==> src/rtl/step_seq_pkg.sv <==
// Shared types and default constants for the step sequencer.
package step_seq_pkg;

    typedef enum logic [2:0] {
        S_IDLE,
        S_FETCH,
        S_DECODE,
        S_EXEC,
        S_MEM,
        S_WB,
        S_HALT
    } state_e;

    localparam int DEBOUNCE_CYCLES_DEF = 4;
    localparam int MAX_WAIT_DEF        = 15;
    localparam int CNT_W_DEF           = 8;

    function automatic logic is_busy(state_e s);
        return (s != S_IDLE) && (s != S_HALT);
    endfunction

endpackage

==> src/rtl/step_sequencer_if.sv <==
// Board/datapath signals of the step sequencer; slave is the sequencer side.
interface step_sequencer_if #(
    parameter int CNT_W = step_seq_pkg::CNT_W_DEF
);
    logic             executeButton;
    logic             runMode;
    logic             opIsLoad;
    logic             opIsStore;
    logic             opIsHalt;
    logic             memReady;
    logic             irLoad;
    logic             memRe;
    logic             memWe;
    logic             pcInc;
    logic             rfWe;
    logic             busy;
    logic             halted;
    logic             timeoutErr;
    logic [CNT_W-1:0] stepCount;

    modport master (
        output executeButton, runMode, opIsLoad, opIsStore, opIsHalt, memReady,
        input  irLoad, memRe, memWe, pcInc, rfWe, busy, halted, timeoutErr, stepCount
    );

    modport slave (
        input  executeButton, runMode, opIsLoad, opIsStore, opIsHalt, memReady,
        output irLoad, memRe, memWe, pcInc, rfWe, busy, halted, timeoutErr, stepCount
    );
endinterface

==> src/rtl/step_sequencer_button_conditioner.sv <==
// Push-button to single-cycle step request: 2-flop sync, optional debouncer, rising edge.
// Debouncer is built only when STEP_SEQ_DEBOUNCE_EN is defined.
module button_conditioner
    import step_seq_pkg::*;
#(
    parameter int DEBOUNCE_CYCLES = DEBOUNCE_CYCLES_DEF
) (
    input  logic clk,
    input  logic rst,
    input  logic button_i,
    output logic step_req_o
);

    logic sync1_q;
    logic sync2_q;
    logic level;
    logic level_prev_q;
    logic req_q;

    always_ff @(posedge clk or posedge rst) begin
        if (rst) begin
            sync1_q <= 1'b0;
            sync2_q <= 1'b0;
        end else begin
            sync1_q <= button_i;
            sync2_q <= sync1_q;
        end
    end

`ifdef STEP_SEQ_DEBOUNCE_EN
    localparam int DB_W = $clog2(DEBOUNCE_CYCLES + 1);

    logic            stable_q;
    logic            stable_d;
    logic [DB_W-1:0] db_cnt_q;
    logic [DB_W-1:0] db_cnt_d;

    // The level flips only after DEBOUNCE_CYCLES consecutive differing samples.
    always_comb begin
        stable_d = stable_q;
        db_cnt_d = '0;
        if (sync2_q != stable_q) begin
            if (db_cnt_q == DB_W'(DEBOUNCE_CYCLES - 1)) begin
                stable_d = sync2_q;
            end else begin
                db_cnt_d = db_cnt_q + 1'b1;
            end
        end
    end

    always_ff @(posedge clk or posedge rst) begin
        if (rst) begin
            stable_q <= 1'b0;
            db_cnt_q <= '0;
        end else begin
            stable_q <= stable_d;
            db_cnt_q <= db_cnt_d;
        end
    end

    assign level = stable_q;
`else
    // Debouncer compiled out; the parameter is accepted but has no effect.
    if (DEBOUNCE_CYCLES >= 0) begin : g_no_debounce
        assign level = sync2_q;
    end
`endif

    always_ff @(posedge clk or posedge rst) begin
        if (rst) begin
            level_prev_q <= 1'b0;
            req_q        <= 1'b0;
        end else begin
            level_prev_q <= level;
            req_q        <= level & ~level_prev_q;
        end
    end

    assign step_req_o = req_q;

endmodule

==> src/rtl/step_sequencer.sv <==
// Instruction-phase sequencer: single-step or free-run through FETCH..WB with memory waits.
// Button debouncing is enabled by defining STEP_SEQ_DEBOUNCE_EN.
module step_sequencer
    import step_seq_pkg::*;
#(
    parameter int DEBOUNCE_CYCLES = DEBOUNCE_CYCLES_DEF,
    parameter int MAX_WAIT        = MAX_WAIT_DEF,
    parameter int CNT_W           = CNT_W_DEF
) (
    input  logic             Clk,
    input  logic             Rst,
    step_sequencer_if.slave  bus
);

    localparam int WAIT_W = $clog2(MAX_WAIT + 1);

    state_e            state_q;
    state_e            state_d;
    logic [WAIT_W-1:0] wait_q;
    logic [WAIT_W-1:0] wait_d;
    logic [CNT_W-1:0]  count_q;
    logic [CNT_W-1:0]  count_d;
    logic              timeout_q;
    logic              timeout_d;
    logic              is_load_q;
    logic              is_load_d;
    logic              step_req;
    logic              ir_load;
    logic              complete;
    logic              wait_limit;

    button_conditioner #(
        .DEBOUNCE_CYCLES(DEBOUNCE_CYCLES)
    ) u_btn (
        .clk       (Clk),
        .rst       (Rst),
        .button_i  (bus.executeButton),
        .step_req_o(step_req)
    );

    // This cycle would be the MAX_WAIT-th one without memReady.
    assign wait_limit = (wait_q == WAIT_W'(MAX_WAIT - 1));

    always_ff @(posedge Clk or posedge Rst) begin
        if (Rst) begin
            state_q   <= S_IDLE;
            wait_q    <= '0;
            count_q   <= '0;
            timeout_q <= 1'b0;
            is_load_q <= 1'b0;
        end else begin
            state_q   <= state_d;
            wait_q    <= wait_d;
            count_q   <= count_d;
            timeout_q <= timeout_d;
            is_load_q <= is_load_d;
        end
    end

    always_comb begin
        state_d   = state_q;
        wait_d    = '0;
        count_d   = count_q;
        timeout_d = timeout_q;
        is_load_d = is_load_q;
        ir_load   = 1'b0;
        complete  = 1'b0;
        unique case (state_q)
            S_IDLE: begin
                if (bus.runMode || step_req) state_d = S_FETCH;
            end
            S_FETCH: begin
                if (bus.memReady) begin
                    ir_load = 1'b1;
                    state_d = S_DECODE;
                end else if (wait_limit) begin
                    timeout_d = 1'b1;
                    state_d   = S_HALT;
                end else begin
                    wait_d = wait_q + 1'b1;
                end
            end
            S_DECODE: begin
                state_d = bus.opIsHalt ? S_HALT : S_EXEC;
            end
            S_EXEC: begin
                is_load_d = bus.opIsLoad;
                state_d   = (bus.opIsLoad || bus.opIsStore) ? S_MEM : S_WB;
            end
            S_MEM: begin
                if (bus.memReady) begin
                    if (is_load_q) state_d = S_WB;
                    else           complete = 1'b1;
                end else if (wait_limit) begin
                    timeout_d = 1'b1;
                    state_d   = S_HALT;
                end else begin
                    wait_d = wait_q + 1'b1;
                end
            end
            S_WB: begin
                complete = 1'b1;
            end
            S_HALT: begin
                state_d = S_HALT;
            end
            default: begin
                state_d = S_IDLE;
            end
        endcase

        if (complete) begin
            count_d = count_q + 1'b1;
            state_d = bus.runMode ? S_FETCH : S_IDLE;
        end
    end

    // Strobes decode from the registered state so Rst clears them at once.
    assign bus.irLoad     = ir_load;
    assign bus.memRe      = (state_q == S_FETCH) || ((state_q == S_MEM) && is_load_q);
    assign bus.memWe      = (state_q == S_MEM) && !is_load_q;
    assign bus.pcInc      = (state_q == S_EXEC);
    assign bus.rfWe       = (state_q == S_WB);
    assign bus.busy       = is_busy(state_q);
    assign bus.halted     = (state_q == S_HALT);
    assign bus.timeoutErr = timeout_q;
    assign bus.stepCount  = count_q;

endmodule

==> src/flat_wrapper.sv <==
// flat-port wrapper written by rule: the top's interface ports become plain ports
module step_sequencer_flat import step_seq_pkg::*;
#(
    parameter int DEBOUNCE_CYCLES = DEBOUNCE_CYCLES_DEF,
    parameter int MAX_WAIT        = MAX_WAIT_DEF,
    parameter int CNT_W           = CNT_W_DEF
)
  (Clk, Rst, bus_executeButton, bus_runMode, bus_opIsLoad, bus_opIsStore, bus_opIsHalt, bus_memReady, bus_irLoad, bus_memRe, bus_memWe, bus_pcInc, bus_rfWe, bus_busy, bus_halted, bus_timeoutErr, bus_stepCount);
  step_sequencer_if #(.CNT_W(CNT_W)) bus_i ();
  input  logic Clk;
  input  logic Rst;
  input wire logic [$bits(bus_i.executeButton)-1:0] bus_executeButton;
  input wire logic [$bits(bus_i.runMode)-1:0] bus_runMode;
  input wire logic [$bits(bus_i.opIsLoad)-1:0] bus_opIsLoad;
  input wire logic [$bits(bus_i.opIsStore)-1:0] bus_opIsStore;
  input wire logic [$bits(bus_i.opIsHalt)-1:0] bus_opIsHalt;
  input wire logic [$bits(bus_i.memReady)-1:0] bus_memReady;
  output wire logic [$bits(bus_i.irLoad)-1:0] bus_irLoad;
  output wire logic [$bits(bus_i.memRe)-1:0] bus_memRe;
  output wire logic [$bits(bus_i.memWe)-1:0] bus_memWe;
  output wire logic [$bits(bus_i.pcInc)-1:0] bus_pcInc;
  output wire logic [$bits(bus_i.rfWe)-1:0] bus_rfWe;
  output wire logic [$bits(bus_i.busy)-1:0] bus_busy;
  output wire logic [$bits(bus_i.halted)-1:0] bus_halted;
  output wire logic [$bits(bus_i.timeoutErr)-1:0] bus_timeoutErr;
  output wire logic [$bits(bus_i.stepCount)-1:0] bus_stepCount;
  assign bus_i.executeButton = bus_executeButton;
  assign bus_i.runMode = bus_runMode;
  assign bus_i.opIsLoad = bus_opIsLoad;
  assign bus_i.opIsStore = bus_opIsStore;
  assign bus_i.opIsHalt = bus_opIsHalt;
  assign bus_i.memReady = bus_memReady;
  assign bus_irLoad = bus_i.irLoad;
  assign bus_memRe = bus_i.memRe;
  assign bus_memWe = bus_i.memWe;
  assign bus_pcInc = bus_i.pcInc;
  assign bus_rfWe = bus_i.rfWe;
  assign bus_busy = bus_i.busy;
  assign bus_halted = bus_i.halted;
  assign bus_timeoutErr = bus_i.timeoutErr;
  assign bus_stepCount = bus_i.stepCount;
  step_sequencer #(.DEBOUNCE_CYCLES(DEBOUNCE_CYCLES), .MAX_WAIT(MAX_WAIT), .CNT_W(CNT_W)) u_core (.Clk(Clk), .Rst(Rst), .bus(bus_i));
endmodule
==> config.mk <==
export PLATFORM = sky130hd
export DESIGN_NAME = step_sequencer_flat
export DESIGN_NICKNAME = d
export VERILOG_FILES = /design/src/rtl/step_seq_pkg.sv /design/src/rtl/step_sequencer_if.sv /design/src/rtl/step_sequencer_button_conditioner.sv /design/src/rtl/step_sequencer.sv /design/src/flat_wrapper.sv
export SDC_FILE = /design/constraint.sdc
export NUM_CORES = 1
export LEC_CHECK = 0
export ABC_AREA = 1
export BUFFER_PORTS_ARGS = -buffer_cell sky130_fd_sc_hd__clkbuf_2
export CORE_MARGIN = 8
export CORE_UTILIZATION = 45
export DETAILED_ROUTE_END_ITERATION = 8
export HOLD_SLACK_MARGIN = 0.15
export PLACE_DENSITY = 0.68
export SETUP_SLACK_MARGIN = 0.3
export SLEW_MARGIN = 25
export SYNTH_ARGS = -nofsm -noshare
export SYNTH_HDL_FRONTEND = slang
export SYNTH_HIERARCHICAL = 1
export SYNTH_SLANG_ARGS = --single-unit
==> constraint.sdc <==
create_clock -name Clk -period 1.6 [get_ports Clk]
set_clock_uncertainty 0.15 [all_clocks]
set_input_delay 0.08 -clock Clk [delete_from_list [all_inputs] [get_ports Clk]]
set_output_delay 0.08 -clock Clk [all_outputs]
set_load 0.01 [all_outputs]
==> results of run 1 <==
[critical path: stages]
cell	delay, ns
clkbuf_2	0.09
dlygate4sd3_1	0.67
inv_2	0.11
o21ai_4	0.20
nand3_4	0.19
inv_8	0.14
nand2_1	0.06
nand2_1	0.06
[per-stage QoR]
step / power [uW] / setup slack (ns) / cells / hold WS (ns) / util, %
after global placement: 577 / 0.164 / 195 / -0.196 / 52.3
after global routing: 875 / 0.00491 / 223 / 0.230 / 69.8
final: 828 / 0.0718 / 223 / 0.211 / 69.8
after floorplan: 562 / 0.356 / 143 / -0.304 / -
after detailed placement: 578 / 0.145 / 195 / -0.185 / 52.3
after CTS: 837 / 0.116 / 222 / 0.217 / 65.0
[routing by layer]
metal  track usage [%]  wire [um]  vias to the layer above
met5                 0          0                        -
met3              2.37        183                        9
met1              17.4       1230                      523
met2              27.0       1750                       31
met4              6.54         85                        0
li1                  -          -                      547
[cells in the mapped netlist, drive strengths merged]
cell type	n
o21bai	1
nand3b	1
nand2	48
dfrtp	21
buf	1
a21oi	2
nor2	16
xnor2	3
nand4	3
nor3	1
or2	1
o21ai	6
inv	20
nand3	13
xor2	3
ha	3
[final cells by class]
| type | instances | area share [%] |
|---|---|---|
| clock inverters | 1 | 0.297 |
| repair buffers | 46 | 20.3 |
| multi-input cells | 102 | 39.0 |
| flip-flops and latches | 21 | 31.5 |
| well taps | 30 | 2.23 |
| inverters | 20 | 5.35 |
| clock buffers | 3 | 1.34 |
[flip-flops by register name (all words and copies together) (netlist names)]
name / count
u_core/u_btn/level_prev_q: 1
u_core/u_btn/level: 1
u_core/u_btn/step_req_o: 1
u_core/bus.timeoutErr: 1
u_core/is_load_q: 1
u_core/u_btn/sync1_q: 1
u_core/state_q: 3
u_core/wait_q: 4
u_core/bus.stepCount: 8
[worst max path at each step]
stage | from | endpoint | slack [ns] | cells past startpoint
2_1_floorplan | u_core/wait_q[0]$_DFF_PP0_ | u_core/state_q[2]$_DFFE_PP0P_ | 0.36 | 6
3_3_place_gp | u_core/state_q[0]$_DFFE_PP0P_ | u_core/bus.stepCount[5]$_DFFE_PP0P_ | 0.16 | 6
3_5_place_dp | u_core/state_q[0]$_DFFE_PP0P_ | u_core/bus.stepCount[7]$_DFFE_PP0P_ | 0.15 | 6
4_1_cts | u_core/state_q[1]$_DFFE_PP0P_ | bus_memRe | 0.12 | 4
5_1_grt | bus_memReady | u_core/state_q[0]$_DFFE_PP0P_ | 0.005 | 8
6_report | bus_memReady | u_core/state_q[0]$_DFFE_PP0P_ | 0.07 | 8
[cells in the final DEF, fill, tap and decap left out, types with 7 or more instances in the layout]
cell / count
nand2_1: 37
clkbuf_2: 18
dfrtp_1: 17
inv_1: 12
nor2_1: 11
buf_4: 11
nand2_2: 9
dlygate4sd3_1: 8
buf_6: 7
nand3_1: 7
[power by group through the flow]
stage	Combinational (uW)	Clock, uW	Sequential, uW
finish	47.4	243	537
global route	53.0	284	538
CTS	46.2	253	537
detailed placement	30.0	0	548
global placement	29.7	0	547
floorplan	15.1	0	547
[timing repair]
item,CTS,global route
endpoints found under the hold margin,31,8
gates cloned,1,0
setup buffers,14,1
endpoints found under the setup margin,23,24
hold buffers,8,1
pin swaps,5,7
resized for setup,26,36
[kinds of logic (layout without fill, tap and decap cells)]
logic type                 count (synthesis)  count (layout)
AOI/OAI and AO/OA                          9               9
xor gates and xnor gates                   6               6
adders and majority gates                  3               3
buffers and inverters                     21              70
DFF                                       21              21
and+or+nand+nor                           83              84
==> results.py, run 1 <==
metrics = {
    "logic_synthesis": {
        "synth.area.top_cells": "dfrtp_1 (47%), nand2_1 (16%), inv_1 (5.4%)",
        "synth_adder_area_share_pct": 3.35,
        "yosys.cell_types.count": 21,
        "ys_ff_latch": 21,
        "synth.avg_cell_area_um2": 7.83,
        "synth-simple-area-share_pct": 31.7,
        "yosysSeqAreaShare_pct": 46.9,
        "synth_top_family_by_area": "simple AND/OR/NAND/NOR gates",
        "synth_area_mm2": 0.00112,
        "syn_inst": 143,
        "synth_xor_area_share_pct": 5.36,
        "synthMuxAreaShare_pct": 0,
        "syn_nets": 154,
        "synth_compound_area_share_pct": 4.92,
        "ys.warnings.count": 6,
        "yosysTopAreaCellShare_pct": 46.9,
        "synth_top_area_cell": "dfrtp_1",
    },
    "clock_tree": {
        "clock_latency_ns": 0.29,
        "clockBufferDepth": 2,
        "cts_tree": "yes",
        "clk_pin_slew_ns": 0.11,
        "cts.sinks": 21,
        "cts_made_buffers": 3,
        "h-tree-depth": 1,
        "ctsRootBufferMaster": "clkbuf_4",
    },
    "die": {
        "dieWidth_um": 65.9,
        "die_h_um": 65.9,
        "io_pins": 24,
        "start_util_pct": 46.5,
        "core_area_mm2": 0.00241,
        "dieArea_mm2": 0.00434,
        "rows": 18,
    },
    "power": {
        "power.switching_uw": 177,
        "pwr-share-comb_pct": 5.7,
        "seq_power_share_pct": 64.9,
        "p_leak_uw": 0.000904,
        "ir_drop_mv": 0.471,
        "sw_frac_of_total_pct": 21.4,
        "clock_power_share_pct": 29.4,
        "power.internal_uw": 651,
        "power.density_mw_per_mm2": 492,
    },
    "global_route": {
        "antenna_found_initial": 0,
        "track_usage_pct": 15.2,
        "grt_pass1_vias": 1124,
        "grt_max_degree": 18,
        "grt_pass1_wl_mm": 5.24,
        "overflow": 0,
    },
    "worst_hold_path": {
        "hold_path.class": "reg2reg",
        "hold_end": "u_core/u_btn/level$_DFF_PP0_",
        "holdCritStartpoint": "u_core/u_btn/sync1_q$_DFF_PP0_",
        "min_path_cells": 0,
    },
    "worst_setup_path": {
        "cp_max_fo": 8,
        "required_ns": 1.68,
        "cp-end-kind": "register",
        "rr_endpoint": "u_core/state_q[0]$_DFFE_PP0P_",
        "reg2regPathDepth": 7,
        "r2r-start": "u_core/state_q[0]$_DFFE_PP0P_",
        "cp-start-kind": "input port",
        "arrival_ns": 1.61,
        "regToRegSetupSlack_ns": 0.17,
        "path_class": "in2reg",
    },
    "sta": {
        "setup_violations": 0,
        "fmax_mhz": 654,
        "worstMarginPinSlew_ns": 0.683,
        "hold_viol": 0,
        "finalCritPeriodShare_pct": 95.5,
        "slew_violations": 0,
        "slew_headroom_pct": 54.4,
        "setup_tns_ns": 0,
        "period_minus_slack_ns": 1.53,
        "rsz0062_at_grt": "true",
    },
    "place": {
        "dpl_cell_area_mm2": 0.00126,
        "gp_congestion": 0.869,
        "place_hpwl_mm": 1.79,
        "portBuffers": 23,
    },
    "cells_and_area": {
        "finalInstanceArea_mm2": 0.00168,
        "drive_gt1_share_pct": 44.0,
        "syn2layout_area_growth_pct": 50.3,
        "nNetsFinal": 205,
        "num_antenna_cells": 0,
        "multi_input_area_um2": 656,
        "regArea_um2": 531,
        "n_fill_cell": 195,
    },
    "drt": {
        "routed-via-count": 1110,
        "routed_wl_mm": 3.25,
        "wl_per_cell_um": 14.6,
        "vias_per_cell": 4.98,
        "final_antenna_net_count": 0,
        "drtIter0Drc": 53,
        "drc": 0,
        "drt_pass1_iterations": 4,
    },
    "job": {
        "maxCapViolCount": 0,
    },
    "run_status": {
        "status": "finished clean",
    },
}
No activity file was read; power rests on OpenSTA's default activity.
==> inputs of run 2 (changes only) <==
- ABC_AREA: 1 -> default
- GPL_ROUTABILITY_DRIVEN: default -> 1
- PLACE_DENSITY: 0.68 -> 0.69
==> results.py, run 2 <==
metrics = {
    "run_status": {
        "status": "finished with violations",
        "violations": "negative setup slack",
    },
    "die": {
        "dieWidth_um": 63.9,
        "dieArea_mm2": 0.00408,
        "die_h_um": 63.9,
        "rows": 17,
        "io_pins": 24,
        "start_util_pct": 47.1,
        "core_area_mm2": 0.00219,
    },
    "drt": {
        "final_antenna_net_count": 0,
        "wl_per_cell_um": 15.9,
        "drt_pass1_iterations": 4,
        "drc": 0,
        "routed_wl_mm": 2.76,
        "drtIter0Drc": 33,
        "routed-via-count": 904,
        "vias_per_cell": 5.20,
    },
    "global_route": {
        "track_usage_pct": 12.8,
        "antenna_found_initial": 0,
        "grt_pass1_wl_mm": 4.29,
        "grt_max_degree": 18,
        "overflow": 0,
        "grt_pass1_vias": 936,
    },
    "cells_and_area": {
        "num_antenna_cells": 0,
        "syn2layout_area_growth_pct": 55.1,
        "final_cell_mix": "dfrtp_1 (19), clkbuf_2 (16), buf_4 (10)",
        "multi_input_area_um2": 582,
        "largest_reg_flops": 8,
        "instances_no_fill": 174,
        "nNetsFinal": 158,
        "drive_gt1_share_pct": 52.1,
        "regArea_um2": 528,
        "finalInstanceArea_mm2": 0.00160,
        "layout_commonest_cell": "dfrtp_1",
        "n_fill_cell": 142,
    },
    "logic_synthesis": {
        "synth_area_mm2": 0.00103,
        "synth-edff-count": 0,
        "synth_top_area_cell": "dfrtp_1",
        "synth.avg_cell_area_um2": 11.0,
        "synth.most_common_cell": "dfrtp_1",
        "yosysSeqAreaShare_pct": 51.0,
        "synth_ff_type": "dfrtp_1",
        "syn_inst": 94,
        "yosysTopAreaCellShare_pct": 51.0,
        "ys_ff_latch": 21,
        "async_flop_share_pct": 100,
        "syn_nets": 105,
        "synthTopCellsByCount": "dfrtp_1 (21), nor2_1 (10), xnor2_1 (7)",
        "synth.area.top_cells": "dfrtp_1 (51%), xnor2_1 (5.9%), ha_1 (3.6%)",
        "yosys.cell_types.count": 36,
        "ys.warnings.count": 6,
    },
    "sta": {
        "period_minus_slack_ns": 1.67,
        "setup_violations": 7,
        "finalCritPeriodShare_pct": 104,
        "rsz0062_at_grt": "true",
        "setup_tns_ns": -0.203,
        "slew_violations": 0,
        "slew_headroom_pct": 54.8,
        "fmax_mhz": 599,
        "setup_ws_ns": -0.0681,
        "worstMarginPinSlew_ns": 0.677,
        "hold_viol": 0,
    },
    "clock_tree": {
        "clock_latency_ns": 0.30,
        "ctsRootBufferMaster": "clkbuf_4",
        "cts_tree": "yes",
        "clk_pin_slew_ns": 0.12,
        "cts_made_buffers": 3,
        "clockBufferDepth": 2,
        "h-tree-depth": 1,
        "cts.sinks": 21,
    },
    "worst_setup_path": {
        "reg2regPathDepth": 4,
        "crit_path_cell_trace": "buf_6 -> or3_4 -> nor2_2 -> buf_2",
        "startpoint": "u_core/state_q[1]$_DFFE_PP0P_",
        "path_class": "reg2out",
        "cp_slowest_stage_delay_ns": 0.42,
        "cp-end-kind": "primary output",
        "critical_path.endpoint": "bus_irLoad",
        "cp_max_fo": 2,
        "r2r-start": "u_core/state_q[1]$_DFFE_PP0P_",
        "crit_family": "simple AND/OR/NAND/NOR gates",
        "path_buf_inv": 2,
        "regToRegSetupSlack_ns": -0.01,
        "rr_endpoint": "u_core/bus.stepCount[1]$_DFFE_PP0P_",
        "crit_cells": 4,
        "arrival_ns": 1.44,
        "worst_path_max_delay_cell": "dfrtp_1",
        "required_ns": 1.37,
        "cp-start-kind": "register",
    },
    "place": {
        "gp_congestion": 0.858,
        "dpl_cell_area_mm2": 0.00121,
        "dp_cells": 146,
        "portBuffers": 23,
        "place_hpwl_mm": 1.60,
        "pre_cts_ws_ns": 0.0527,
    },
    "power": {
        "ir_drop_mv": 0.933,
        "power_uw": 2480,
        "power.density_mw_per_mm2": 1550,
        "p_leak_uw": 0.000775,
    },
    "worst_hold_path": {
        "hold_path.class": "reg2reg",
    },
    "job": {
        "maxCapViolCount": 0,
    },
}
[run 2: cells by family (layout without fill, tap and decap cells)]
kind of cell	Yosys count	after routing	share of synthesized area, %
flip-flops	21	21	51.0
AND/OR/NAND/NOR	41	41	23.4
multiplexers	2	2	2.55
XOR/XNOR	9	9	7.65
buffers and inverters	7	59	3.03
adder cells (fa/ha/maj)	3	3	3.64
AO/OA/AOI/OAI	11	11	8.74
[run 2: through the flow]
step | utilization [%] | hold slack, ns
floorplan | - | -0.304
detailed placement | 55.4 | -0.189
CTS | 68.0 | 0.217
finish | 73.0 | 0.212
global route | 73.0 | 0.222
global placement | 55.4 | -0.198
[run 2: repair_timing]
item / in CTS / in global routing
endpoints found under the setup margin: 24 / 24
pin swaps: 10 / 5
cloned: 1 / 0
hold endpoints to repair: 36 / 0
resized for setup: 18 / 22
hold buffers: 9 / 0
setup buffers: 10 / 4
[run 2: how the worst min path moves through the flow]
stage	cells past startpoint	startpoint	end
2_1_floorplan	1	Rst	u_core/u_btn/level$_DFF_PP0_
3_3_place_gp	2	Rst	u_core/u_btn/sync1_q$_DFF_PP0_
3_5_place_dp	2	Rst	u_core/u_btn/sync1_q$_DFF_PP0_
4_1_cts	0	u_core/u_btn/sync1_q$_DFF_PP0_	u_core/u_btn/level$_DFF_PP0_
5_1_grt	0	u_core/u_btn/sync1_q$_DFF_PP0_	u_core/u_btn/level$_DFF_PP0_
6_report	0	u_core/u_btn/sync1_q$_DFF_PP0_	u_core/u_btn/level$_DFF_PP0_
[run 2: layer usage]
layer	up-vias	track usage, %	share of wire [%]
met5	-	0	0
met3	4	3.83	4.8
met2	28	21.7	51
met1	444	15.1	43
li1	428	-	-
met4	0	4.18	1.3
[run 2: final cells by class]
class                   count  area share [%]
flip-flops and latches     21            33.0
multi-input cells          66            36.4
inverters                   5            1.33
well taps                  28            2.19
repair buffers             50            25.4
clock buffers               4            1.64
[run 2: power breakdown]
| group | switching [uW] | total [uW] | internal (uW) |
|---|---|---|---|
| sequential | 154 | 811 | 657 |
| combinational | 639 | 1420 | 779 |
| clock | 155 | 252 | 96.9 |
| total | 948 | 2480 | 1530 |
[run 2: worst register-to-register path, cell delays in order (launching register included)]
cell and delay, ns:
dfrtp_1 0.42, buf_4 0.16, nand2b_4 0.15, a21oi_4 0.27
mux2_4 0.34
==> inputs of run 3 (changes only) <==
- SETUP_SLACK_MARGIN: 0.3 -> default
==> results.py, run 3 (synthesis gave the netlist of run 2 again) <==
metrics = {
    "run_status": {
        "status": "finished with violations",
        "violations": "negative setup slack",
    },
    "power": {
        "p_leak_uw": 0.000687,
        "ir_drop_mv": 0.790,
        "power.density_mw_per_mm2": 1470,
    },
    "drt": {
        "final_antenna_net_count": 0,
        "drc": 0,
        "drtIter0Drc": 27,
        "vias_per_cell": 5.00,
        "routed-via-count": 820,
        "routed_wl_mm": 2.18,
        "wl_per_cell_um": 13.3,
        "drt_pass1_iterations": 4,
    },
    "clock_tree": {
        "clockBufferDepth": 2,
        "ctsRootBufferMaster": "clkbuf_4",
        "cts_tree": "yes",
        "cts.sinks": 21,
        "h-tree-depth": 1,
        "clk_pin_slew_ns": 0.12,
        "clock_latency_ns": 0.30,
        "cts_made_buffers": 3,
    },
    "sta": {
        "fmax_mhz": 609,
        "setup_ws_ns": -0.0416,
        "slew_violations": 0,
        "setup_violations": 2,
        "period_minus_slack_ns": 1.64,
        "finalCritPeriodShare_pct": 103,
        "slew_headroom_pct": 55.1,
        "rsz0062_at_grt": "true",
        "hold_viol": 0,
        "worstMarginPinSlew_ns": 0.673,
        "setup_tns_ns": -0.0745,
    },
    "die": {
        "dieArea_mm2": 0.00408,
        "core_area_mm2": 0.00219,
        "die_h_um": 63.9,
        "start_util_pct": 47.1,
        "dieWidth_um": 63.9,
        "rows": 17,
        "io_pins": 24,
    },
    "place": {
        "portBuffers": 23,
        "dpl_cell_area_mm2": 0.00119,
        "gp_congestion": 0.828,
        "place_hpwl_mm": 1.52,
        "pre_cts_ws_ns": 0.0843,
    },
    "worst_setup_path": {
        "critical_path.endpoint": "u_core/state_q[0]$_DFFE_PP0P_",
        "crit_family": "flip-flops",
        "path_buf_inv": 2,
        "required_ns": 1.65,
        "worst_path_max_delay_cell": "dfrtp_1",
        "cp_max_fo": 15,
        "cp-end-kind": "register",
        "crit_cells": 5,
        "path_class": "reg2reg",
        "crit_path_cell_trace": "buf_6 -> buf_4 -> nor4_1 -> o21ai_0 -> a32o_1",
        "arrival_ns": 1.69,
        "startpoint": "u_core/state_q[1]$_DFFE_PP0P_",
        "r2r-start": "u_core/state_q[1]$_DFFE_PP0P_",
        "rr_endpoint": "u_core/state_q[0]$_DFFE_PP0P_",
        "reg2regPathDepth": 5,
        "cp_slowest_stage_delay_ns": 0.41,
        "regToRegSetupSlack_ns": -0.04,
        "cp-start-kind": "register",
    },
    "cells_and_area": {
        "num_antenna_cells": 0,
        "finalInstanceArea_mm2": 0.00138,
        "drive_gt1_share_pct": 39.7,
        "nNetsFinal": 148,
        "final_cell_mix": "dfrtp_1 (19), clkbuf_2 (18), nor2_1 (9)",
        "layout_commonest_cell": "dfrtp_1",
        "syn2layout_area_growth_pct": 33.6,
        "largest_reg_flops": 8,
    },
    "job": {
        "maxCapViolCount": 0,
    },
    "global_route": {
        "antenna_found_initial": 0,
        "track_usage_pct": 11.1,
        "grt_pass1_wl_mm": 3.66,
        "grt_max_degree": 18,
        "grt_pass1_vias": 845,
        "overflow": 0,
    },
    "worst_hold_path": {
        "hold_path.class": "reg2reg",
    },
}
## run 3: cell count changes in the layout (fill, tap and decap cells not counted), sizes merged
cell / before / now
clkbuf: 20 / 21
buf: 25 / 14
dlygate4sd3: 9 / 8
clkinv: 0 / 1
## run 3: how the worst min path moves through the flow
stage                                         from                                  end  slack, ns  cells past startpoint
finish              u_core/u_btn/sync1_q$_DFF_PP0_         u_core/u_btn/level$_DFF_PP0_       0.21                      0
global route        u_core/u_btn/sync1_q$_DFF_PP0_         u_core/u_btn/level$_DFF_PP0_       0.22                      0
CTS                 u_core/u_btn/sync1_q$_DFF_PP0_         u_core/u_btn/level$_DFF_PP0_       0.22                      0
detailed placement                             Rst  u_core/u_btn/level_prev_q$_DFF_PP0_      -0.19                      2
global placement                               Rst       u_core/u_btn/sync1_q$_DFF_PP0_      -0.20                      2
floorplan                                      Rst         u_core/u_btn/level$_DFF_PP0_      -0.30                      1
## run 3: worst register-to-register path, stage by stage (launching register included)
cell and delay (ns):
dfrtp_1 0.41, buf_6 0.12, buf_4 0.17, nor4_1 0.32, o21ai_0 0.14, a32o_1 0.23
## run 3: layer usage
metal  wire (um)  global-route usage (%)  up-vias
met4          17                    6.41        0
met2        1080                    16.7       21
met3         150                    4.36        2
li1            -                       -      407
met1         932                    13.1      390
met5           0                       0        -
## run 3: cell type report
cell class                      count  area, um2
Sequential cell                    21        528
Clock buffer                        3       22.5
Multi-Input combinational cell     66        498
Tap cell                           28       35.0
Clock inverter                      1       5.00
Timing Repair Buffer               40        270
Inverter                            5       18.8
Fill cell                         193        813
## run 3: per-stage QoR
stage	power, uW	std cells	hold slack [ns]	util [%]
after floorplan	1340	94	-0.304	-
after global placement	1590	146	-0.197	54.4
after detailed placement	1610	146	-0.192	54.4
after CTS	1960	160	0.218	61.1
after global routing	2190	164	0.223	62.9
final	2030	164	0.213	62.9
## run 3: power breakdown
part | leakage [uW] | total [uW] | internal [uW] | switching [uW]
Combinational | 0.000401 | 981 | 515 | 466
Sequential | 0.000268 | 793 | 657 | 135
Clock | 0.0000177 | 253 | 93.1 | 160
Total | 0.000687 | 2030 | 1270 | 761
## run 3: timing repair
item | CTS | global route
pin swaps | 0 | 2
setup endpoints to repair | 2 | 9
endpoints found under the hold margin | 36 | 0
buffers inserted | 2 | 4
resized for setup | 7 | 8
hold buffers | 8 | 0
